[src/rtl/dcache_wb_pkg.sv]
// Shared definitions for the data-cache write buffer.
//   - Default geometry constants for the buffer and its interface.
//   - State encoding for the drain / line-fill arbiter.
//   - cnt_width(): width of a 0..depth occupancy count.
package dcache_wb_pkg;

  localparam int unsigned DefDepth = 4;
  localparam int unsigned DefAddrW = 32;
  localparam int unsigned DefDataW = 32;

  typedef enum logic [1:0] {
    StIdle  = 2'd0,
    StWrite = 2'd1,
    StRead  = 2'd2
  } wb_state_e;

  function automatic int unsigned cnt_width(int unsigned depth);
    return $clog2(depth + 1);
  endfunction

endpackage

[src/rtl/dcache_write_buffer_if.sv]
// Bus bundle between the cache, the write buffer and data memory.
//   master : cache + memory side (drives requests, write/read completions)
//   slave  : write buffer side (drives memory requests, ready/status)
// Signals:
//   cache_wr_valid/addr/data, cache_wr_ready : store push handshake
//   cache_rd_miss/addr, cache_rd_ready       : line-fill request / done pulse
//   mem_addr, mem_wdata, mem_write           : memory request
//   mem_write_ready, mem_read_ready          : memory completion pulses
//   mem_read_miss                            : line-fill request to memory
//   wb_empty, wb_count                       : buffer occupancy status
interface dcache_write_buffer_if
  import dcache_wb_pkg::*;
#(
  parameter int unsigned DEPTH  = DefDepth,
  parameter int unsigned ADDR_W = DefAddrW,
  parameter int unsigned DATA_W = DefDataW
);
  localparam int unsigned CntW = cnt_width(DEPTH);

  logic              cache_wr_valid;
  logic [ADDR_W-1:0] cache_wr_addr;
  logic [DATA_W-1:0] cache_wr_data;
  logic              cache_wr_ready;
  logic              cache_rd_miss;
  logic [ADDR_W-1:0] cache_rd_addr;
  logic              cache_rd_ready;
  logic [ADDR_W-1:0] mem_addr;
  logic [DATA_W-1:0] mem_wdata;
  logic              mem_write;
  logic              mem_write_ready;
  logic              mem_read_miss;
  logic              mem_read_ready;
  logic              wb_empty;
  logic [CntW-1:0]   wb_count;

  modport master (
    output cache_wr_valid, cache_wr_addr, cache_wr_data, cache_rd_miss, cache_rd_addr,
    output mem_write_ready, mem_read_ready,
    input  cache_wr_ready, cache_rd_ready, mem_addr, mem_wdata, mem_write, mem_read_miss,
    input  wb_empty, wb_count
  );

  modport slave (
    input  cache_wr_valid, cache_wr_addr, cache_wr_data, cache_rd_miss, cache_rd_addr,
    input  mem_write_ready, mem_read_ready,
    output cache_wr_ready, cache_rd_ready, mem_addr, mem_wdata, mem_write, mem_read_miss,
    output wb_empty, wb_count
  );

endinterface

[src/rtl/wb_fifo.sv]
// Circular store FIFO for the write buffer.
//   clk, rst               : clock, synchronous active-high reset
//   push_valid/addr/data   : store offered by the cache
//   push_ready             : not full (no bypass when a pop coincides)
//   pop                    : retire the head entry
//   head_addr, head_data   : oldest pending store
//   count, empty           : registered occupancy
module wb_fifo #(
  parameter int unsigned DEPTH  = 4,
  parameter int unsigned ADDR_W = 32,
  parameter int unsigned DATA_W = 32,
  localparam int unsigned PtrW  = $clog2(DEPTH),
  localparam int unsigned CntW  = $clog2(DEPTH + 1)
) (
  input  logic              clk,
  input  logic              rst,
  input  logic              push_valid,
  input  logic [ADDR_W-1:0] push_addr,
  input  logic [DATA_W-1:0] push_data,
  output logic              push_ready,
  input  logic              pop,
  output logic [ADDR_W-1:0] head_addr,
  output logic [DATA_W-1:0] head_data,
  output logic [CntW-1:0]   count,
  output logic              empty
);

  logic [ADDR_W-1:0] addr_mem [DEPTH];
  logic [DATA_W-1:0] data_mem [DEPTH];
  logic [PtrW-1:0]   wr_ptr_q, wr_ptr_d;
  logic [PtrW-1:0]   rd_ptr_q, rd_ptr_d;
  logic [CntW-1:0]   count_q, count_d;
  logic              full;
  logic              do_push;
  logic              do_pop;

  // Full is decoded from the registered count only, so a same-cycle pop never frees a slot.
  assign full       = (count_q == CntW'(DEPTH));
  assign empty      = (count_q == '0);
  assign push_ready = ~full;
  assign count      = count_q;
  assign do_push    = push_valid & ~full;
  assign do_pop     = pop & ~empty;
  assign head_addr  = addr_mem[rd_ptr_q];
  assign head_data  = data_mem[rd_ptr_q];

  // DEPTH is a power of two, so pointers wrap by natural overflow.
  always_comb begin
    wr_ptr_d = wr_ptr_q;
    rd_ptr_d = rd_ptr_q;
    count_d  = count_q;
    if (do_push) wr_ptr_d = wr_ptr_q + PtrW'(1);
    if (do_pop)  rd_ptr_d = rd_ptr_q + PtrW'(1);
    unique case ({do_push, do_pop})
      2'b10:   count_d = count_q + CntW'(1);
      2'b01:   count_d = count_q - CntW'(1);
      default: count_d = count_q;
    endcase
  end

  always_ff @(posedge clk) begin
    if (rst) begin
      wr_ptr_q <= '0;
      rd_ptr_q <= '0;
      count_q  <= '0;
    end else begin
      wr_ptr_q <= wr_ptr_d;
      rd_ptr_q <= rd_ptr_d;
      count_q  <= count_d;
    end
  end

  // Storage needs no reset; only entries below count are ever observed.
  always_ff @(posedge clk) begin
    if (do_push) begin
      addr_mem[wr_ptr_q] <= push_addr;
      data_mem[wr_ptr_q] <= push_data;
    end
  end

endmodule

[src/rtl/dcache_write_buffer.sv]
// Posted-write buffer between a write-through data cache and data memory.
// Stores are accepted in one cycle and drained one at a time; a read-miss
// line fill is only issued once every pending store (including ones pushed
// while the miss waits) has reached memory.
//   clk, rst : clock, synchronous active-high reset
//   bus      : slave side of dcache_write_buffer_if (cache + memory signals)
module dcache_write_buffer
  import dcache_wb_pkg::*;
#(
  parameter int unsigned DEPTH  = DefDepth,
  parameter int unsigned ADDR_W = DefAddrW,
  parameter int unsigned DATA_W = DefDataW
) (
  input  logic                 clk,
  input  logic                 rst,
  dcache_write_buffer_if.slave bus
);

  localparam int unsigned CntW = cnt_width(DEPTH);

  wb_state_e         state_q, state_d;
  logic [ADDR_W-1:0] miss_addr_q, miss_addr_d;
  logic              pop;
  logic [ADDR_W-1:0] head_addr;
  logic [DATA_W-1:0] head_data;
  logic [CntW-1:0]   count;
  logic              empty;

  wb_fifo #(
    .DEPTH  (DEPTH),
    .ADDR_W (ADDR_W),
    .DATA_W (DATA_W)
  ) u_fifo (
    .clk        (clk),
    .rst        (rst),
    .push_valid (bus.cache_wr_valid),
    .push_addr  (bus.cache_wr_addr),
    .push_data  (bus.cache_wr_data),
    .push_ready (bus.cache_wr_ready),
    .pop        (pop),
    .head_addr  (head_addr),
    .head_data  (head_data),
    .count      (count),
    .empty      (empty)
  );

  assign bus.wb_empty = empty;
  assign bus.wb_count = count;

  // Next state. Pending stores always win over a waiting miss (drain-before-read).
  always_comb begin
    state_d     = state_q;
    miss_addr_d = miss_addr_q;
    pop         = 1'b0;
    unique case (state_q)
      StIdle: begin
        if (empty && bus.cache_rd_miss) begin
          state_d     = StRead;
          miss_addr_d = bus.cache_rd_addr;
        end else if (!empty) begin
          state_d = StWrite;
        end
      end
      StWrite: begin
        if (bus.mem_write_ready) begin
          pop     = 1'b1;
          state_d = StIdle;
        end
      end
      StRead: begin
        if (bus.mem_read_ready) state_d = StIdle;
      end
      default: state_d = StIdle;
    endcase
  end

  // Moore outputs, except cache_rd_ready which forwards the fill pulse in READ.
  always_comb begin
    bus.mem_write      = 1'b0;
    bus.mem_read_miss  = 1'b0;
    bus.mem_addr       = '0;
    bus.mem_wdata      = '0;
    bus.cache_rd_ready = 1'b0;
    unique case (state_q)
      StWrite: begin
        bus.mem_write = 1'b1;
        bus.mem_addr  = head_addr;
        bus.mem_wdata = head_data;
      end
      StRead: begin
        bus.mem_read_miss  = 1'b1;
        bus.mem_addr       = miss_addr_q;
        bus.cache_rd_ready = bus.mem_read_ready;
      end
      default: ;
    endcase
  end

  always_ff @(posedge clk) begin
    if (rst) begin
      state_q     <= StIdle;
      miss_addr_q <= '0;
    end else begin
      state_q     <= state_d;
      miss_addr_q <= miss_addr_d;
    end
  end

endmodule

[src/flat_wrapper.sv]
// flat-port wrapper written by rule: the top's interface ports become plain ports
module dcache_write_buffer_flat import dcache_wb_pkg::*;
#(
  parameter int unsigned DEPTH  = DefDepth,
  parameter int unsigned ADDR_W = DefAddrW,
  parameter int unsigned DATA_W = DefDataW
)
  (clk, rst, bus_cache_wr_valid, bus_cache_wr_addr, bus_cache_wr_data, bus_cache_rd_miss, bus_cache_rd_addr, bus_mem_write_ready, bus_mem_read_ready, bus_cache_wr_ready, bus_cache_rd_ready, bus_mem_addr, bus_mem_wdata, bus_mem_write, bus_mem_read_miss, bus_wb_empty, bus_wb_count);
  dcache_write_buffer_if #(.DEPTH(DEPTH), .ADDR_W(ADDR_W), .DATA_W(DATA_W)) bus_i ();
  input  logic clk;
  input  logic rst;
  input wire logic [$bits(bus_i.cache_wr_valid)-1:0] bus_cache_wr_valid;
  input wire logic [$bits(bus_i.cache_wr_addr)-1:0] bus_cache_wr_addr;
  input wire logic [$bits(bus_i.cache_wr_data)-1:0] bus_cache_wr_data;
  input wire logic [$bits(bus_i.cache_rd_miss)-1:0] bus_cache_rd_miss;
  input wire logic [$bits(bus_i.cache_rd_addr)-1:0] bus_cache_rd_addr;
  input wire logic [$bits(bus_i.mem_write_ready)-1:0] bus_mem_write_ready;
  input wire logic [$bits(bus_i.mem_read_ready)-1:0] bus_mem_read_ready;
  output wire logic [$bits(bus_i.cache_wr_ready)-1:0] bus_cache_wr_ready;
  output wire logic [$bits(bus_i.cache_rd_ready)-1:0] bus_cache_rd_ready;
  output wire logic [$bits(bus_i.mem_addr)-1:0] bus_mem_addr;
  output wire logic [$bits(bus_i.mem_wdata)-1:0] bus_mem_wdata;
  output wire logic [$bits(bus_i.mem_write)-1:0] bus_mem_write;
  output wire logic [$bits(bus_i.mem_read_miss)-1:0] bus_mem_read_miss;
  output wire logic [$bits(bus_i.wb_empty)-1:0] bus_wb_empty;
  output wire logic [$bits(bus_i.wb_count)-1:0] bus_wb_count;
  assign bus_i.cache_wr_valid = bus_cache_wr_valid;
  assign bus_i.cache_wr_addr = bus_cache_wr_addr;
  assign bus_i.cache_wr_data = bus_cache_wr_data;
  assign bus_i.cache_rd_miss = bus_cache_rd_miss;
  assign bus_i.cache_rd_addr = bus_cache_rd_addr;
  assign bus_i.mem_write_ready = bus_mem_write_ready;
  assign bus_i.mem_read_ready = bus_mem_read_ready;
  assign bus_cache_wr_ready = bus_i.cache_wr_ready;
  assign bus_cache_rd_ready = bus_i.cache_rd_ready;
  assign bus_mem_addr = bus_i.mem_addr;
  assign bus_mem_wdata = bus_i.mem_wdata;
  assign bus_mem_write = bus_i.mem_write;
  assign bus_mem_read_miss = bus_i.mem_read_miss;
  assign bus_wb_empty = bus_i.wb_empty;
  assign bus_wb_count = bus_i.wb_count;
  dcache_write_buffer #(.DEPTH(DEPTH), .ADDR_W(ADDR_W), .DATA_W(DATA_W)) u_core (.clk(clk), .rst(rst), .bus(bus_i));
endmodule
[config.mk]
export PLATFORM = sky130hd
export DESIGN_NAME = dcache_write_buffer_flat
export DESIGN_NICKNAME = d
export VERILOG_FILES = /design/src/rtl/dcache_wb_pkg.sv /design/src/rtl/dcache_write_buffer_if.sv /design/src/rtl/wb_fifo.sv /design/src/rtl/dcache_write_buffer.sv /design/src/flat_wrapper.sv
export SDC_FILE = /design/constraint.sdc
export NUM_CORES = 1
export LEC_CHECK = 0
export ABC_AREA = 1
export CAP_MARGIN = 20
export CORE_MARGIN = 3
export CORE_UTILIZATION = 49
export DETAILED_ROUTE_END_ITERATION = 16
export MAX_ROUTING_LAYER = met4
export PLACE_DENSITY = 0.76
export SLEW_MARGIN = 5
export SYNTH_ARGS = -nofsm -noshare
export SYNTH_HDL_FRONTEND = slang
export SYNTH_SLANG_ARGS = --single-unit
[constraint.sdc]
create_clock -name clk -period 4.4 [get_ports clk]
set_input_delay 0.88 -clock clk [delete_from_list [all_inputs] [get_ports clk]]
set_output_delay 0.88 -clock clk [all_outputs]
set_load 0.005 [all_outputs]
After elaboration in Yosys (flattened, before gate mapping)
Memories as Yosys holds them, arrays and structs flattened. A register that Yosys moved wholly into a read port is not among the register bits.
Cells that the tools add are included.

cells by class
  add/sub/neg operators = 4
  equality and inequality tests = 8
  multiplexer cells = 19
  bitwise logic cells = 4
  reduce and logical (&&, ||, !) cells = 6

operators by type and width
  operator             number
  $pmux 32 s2          1
  $mux 32              1
  $mux 2               8
  $mux 1               7
  $pmux 2 s3           1
  $pmux 3 s2           1
  $add 2x1->2 const B  2
  $eq 2x1->1 const B   2
  $eq 2x2->1 const B   2
  $ne 2x2->1 const B   2
  $add 3x1->3 const B  1
  $eq 3x3->1 const B   1
  $logic_not 3->1      1
  $ne 3x3->1 const B   1
  $reduce_and 3->1     1
  $sub 3x1->3 const B  1
  $and 1x1->1          2
  $logic_not 2->1      1
  $not 1->1            2
  $reduce_and 2->1     1
  $reduce_bool 2->1    1
  $logic_and 1x1->1    1

storage, ports and cells
  flip-flop bits (word level) = 41
  bits in writable memories = 256
  output and inout port bits = 72
  memories kept = 2

memories
  name                    words  bits a word  read ports  clocked after memory_dff  write ports  line           source
  u_core.u_fifo.addr_mem  4      32           1           1                         1            wb_fifo.sv:28  logic [ADDR_W-1:0] addr_mem [DEPTH];
  u_core.u_fifo.data_mem  4      32           1           1                         1            wb_fifo.sv:29  logic [DATA_W-1:0] data_mem [DEPTH];

Longest topological paths before layout
Gate-level depths: netlist of run 1.

  depth after elaboration = 5
  mapped depth = 15
  mapped depth without buffers = 14

Hierarchy
From an unflattened synthesis of run 1, not the netlist that was laid out.

second synthesis, totals
  cell total of the unflattened synthesis = 1030
  area total of the unflattened synthesis = 12223.0 µm²

modules (own cells, without submodules)
  module               times used  cells an instance  area an instance (µm²)  seq. area each (µm²)
  wb_fifo              1           688                9975.8                  7867.5
  dcache_write_buffer  1           342                2247.2                  680.7

Least setup slack after synthesis of run 1
Ideal clock, no wire load.

  path kind = input port to flip-flop
  start point = input bus_cache_wr_valid
  end point = memory u_core.u_fifo.addr_mem[0][0], enable pin
  library setup time = 0.487 ns
  arrival = 3.730 ns
  data required time = 3.913 ns
  path slack = 0.183 ns
  cell stages on the path = 2
  path buffers = 0
  path through = nand2_1 nor2_1

between the ends
  cells in the longest elaborated chain, start to end = 3

ends and longest elaborated chain
  what                          line                source
  from (decl)                   flat_wrapper.sv:12  input wire logic [$bits(bus_i.cache_wr_valid)-1:0] bus_cache_wr_valid;
  $and 1x1->1                   wb_fifo.sv:42       assign do_push = push_valid & ~full;
  $mux 1                        wb_fifo.sv:75       if (do_push) begin
  $mux 1 (implied by the code)  wb_fifo.sv:76       addr_mem[wr_ptr_q] <= push_addr;
  to (decl)                     wb_fifo.sv:28

No other way between the ends.

==> results of run 1 <==
[layout make-up]
type	instances	area [um^2]
fillers	1925	9170
flip-flops and latches	299	8550
multi-input cells	694	3050
repair buffers	195	1910
clock buffers	41	866
inverters	158	594
well taps	324	405
clock inverters	13	123
diodes	3	7.51
[cell usage in the layout, fill, tap and decap left out, types with 7 or more instances in the layout]
cell             Yosys  final
a21oi_1             74     74
buf_4                1     21
clkbuf_1            27      7
clkbuf_16            0     33
clkdlybuf4s50_1      0    173
dfxtp_1             43     41
edfxtp_1           256    256
ha_1                 8      8
inv_1              155    155
nand2_1            241    241
nand3_1             65     65
nor2_1             197    193
o21ai_0            103    103
[power by group through the flow]
stage / clock network, mW / registers (mW) / logic, mW
4_1_cts: 2.54 / 3.33 / 0.910
3_5_place_dp: 0 / 3.39 / 0.902
2_1_floorplan: 0 / 3.38 / 0.479
3_3_place_gp: 0 / 3.38 / 0.888
5_1_grt: 2.67 / 3.34 / 1.01
6_report: 2.51 / 3.33 / 0.906
[flip-flops by register name, summed over array words and instances (netlist names), named ones only]
signal                  count
u_core.u_fifo.wr_ptr_q      2
u_core.u_fifo.data_mem    128
u_core.miss_addr_q         32
u_core.u_fifo.rd_ptr_q      2
u_core.u_fifo.addr_mem    128
u_core.u_fifo.count         3
u_core.state_q              2
[synthesized netlist by cell type (2+ instances only)]
| cell | n |
|---|---|
| edfxtp_1 | 256 |
| nand2_1 | 241 |
| nor2_1 | 197 |
| inv_1 | 155 |
| o21ai_0 | 103 |
| a21oi_1 | 74 |
| nand3_1 | 65 |
| dfxtp_1 | 43 |
| clkbuf_1 | 27 |
| buf_2 | 24 |
| buf_1 | 9 |
| ha_1 | 8 |
| inv_2 | 3 |
| buf_6 | 2 |
| clkbuf_2 | 2 |
[worst max-delay path, stage by stage (launching register included)]
cell and delay (ns):
dfxtp_4 0.54, clkinv_2 0.54, buf_12 0.38, buf_4 0.23
o21ai_0 0.22, a21oi_1 0.13, clkdlybuf4s50_1 0.52
[metal layers]
metal	vias to the layer above	share of wire	GRT usage
li1	4300	-	-
met1	4066	0.41	0.276
met2	306	0.48	0.352
met3	60	0.081	0.0419
met4	0	0.025	0.0616
met5	-	0	-
[cells by family (layout without fill, tap and decap cells)]
logic type,Yosys count,in the layout,synth area share
and+or+nand+nor,507,507,0.161
DFF,299,299,0.686
buffers and inverters,223,407,0.0713
AOI/OAI and AO/OA,177,177,0.0711
adders and majority gates,9,9,0.00964
xor gates and xnor gates,1,1,0.000703
other,0,3,0
[path summary, 6_finish.rpt]
kind                            cells after the start  slack [ns]                      to
worst max-delay path                                6        0.40       bus_mem_wdata[23]
worst min-delay path                                2        0.50       u_core.state_q[1]
worst max register to register                     14        1.88  u_core.u_fifo.count[2]
worst min register to register                      2        0.50       u_core.state_q[1]
==> impl_metrics.toml, run 1 <==
[status]
status = "completed"

[timing]
fmaxAchievable_mhz = 250
tightestPinTransition_ns = 0.996
summed_negative_setup_slack_over_all_endpoints_ns = 0
final.min_clock_period_ns = 4.00
timing.final.hold_violations = 0
max-slew-margin-rel = 0.335
slew_violations = 0
finalHoldWorstSlack_ns = 0.495
setup_viol = 0
clock_skew_ns = 0.0109
final_min_period_over_clock_period = 0.908
unrepaired_setup_endpoints_after_global_routing = "false"
finalWorstSetupSlack_ns = 0.404

[global_routing]
grt_antenna_before_repair = 3
grt.total_usage = 0.215
global_route.overflow_total = 0
grt_first_pass_wirelength_um = 44800
grt_start_max_net_pins = 65
first_global_vias = 8485

[pwr]
power.clock.fraction = 0.372
pwr_density_cell_nw_per_um2 = 435
vdd_ir_drop_max_mv = 0.329
leakage_nw = 6.05
share_of_total_power_consumed_by_net_switching = 0.241
total_power_consumption_mw = 6.74
total_switching_power_mw = 1.63
internal_power_mw = 5.12
share_comb_of_total_power = 0.134
power.sequential.fraction = 0.494

[placement]
placement.io_buffers = 173
place_inst = 1670
postPlaceCellArea_um2 = 14500
post-dp-hpwl_um = 17500
dp_slack_ns = 0.959
gp_congestion = 0.812

[logic_synthesis]
synth_ff_type = "edfxtp_1"
synth.avg_cell_area_um2 = 10.2
post_synth_instance_area_um2 = 12500
synth_top_cell_by_area = "edfxtp_1"
ys_top_cells_by_area = "edfxtp_1 62%, nand2_1 7.3%, dfxtp_1 6.9%"
synth_largest_type_area_fraction = 0.617
edff_count_synth = 256
synth-seq-cells = 299
synth.yosys.seq_area_share = 0.686
synth.lib_cells_used.distinct = 22
asyncSetResetFlopFracSynth = 0
mappedNetlistNets = 1327
yosysWarnings = 0
post_syn_instances = 1216

[floorplan]
die_h_um = 165
area_of_the_core_um2 = 24700
die-width_um = 165
die_area_um2 = 27400
io-pin-count = 174
initial_utilization = 0.505
rows = 57

[cells_and_area]
design_area_um2 = 15500
areaGrowthSynthToFinish_pct = 24.5
final_net_count = 1489
stdcell_count = 1727
utilization = 0.628
final_layout_size_suffix_gt1_frac = 0.0550

[critical_path]
critPathCaptureType = "output pin"
path_max_fanout = 39
critical_path.startpoint_type = "register"
arr_time_crit_path_ns = 3.12
timing.critical_path.required_ns = 3.52
rr_startpoint = "u_core.state_q[1]"
cp_class = "register to output pin"

[flow_run]
timing.max_cap.violations = 0

[clock_network]
cts_resized = 0
cts_max_path_buffers = 3
cts.sinks = 299
number_of_buffers_inserted_by_post_cts_setup_repair = 0
postCtsHoldBufs = 0
numCtsBuffers = 30
worstSkewPairLatency_ns = 0.54
clock-root-buffer = "clkbuf_16"
htreeDepth = 1
cts_clock_pin_slew_for_the_worst_setup_and_hold_paths_ns = 0.06
clock_tree_from_tritoncts = "yes"

[detailed_routing]
dr_total_vias = 8732
wl_per_cell_um = 16.7
firstDrtPassIters = 5
totalWireLength_um = 28800
routed_via_density = 5.06
drc = 0
initialDrtViolationCount = 697
antenna_viol_nets_final = 0

[hold_path]
worst_hold_startpoint = "u_core.state_q[1]"
min_path_type = "register to register"
No activity file was read; power rests on OpenSTA's default activity.
==> run 2, diff against run 1 <==
GPL_ROUTABILITY_DRIVEN = 0   (was unset)
==> results of run 2 <==
No change in the layout: final DEF, timing and power equal those of run 1.
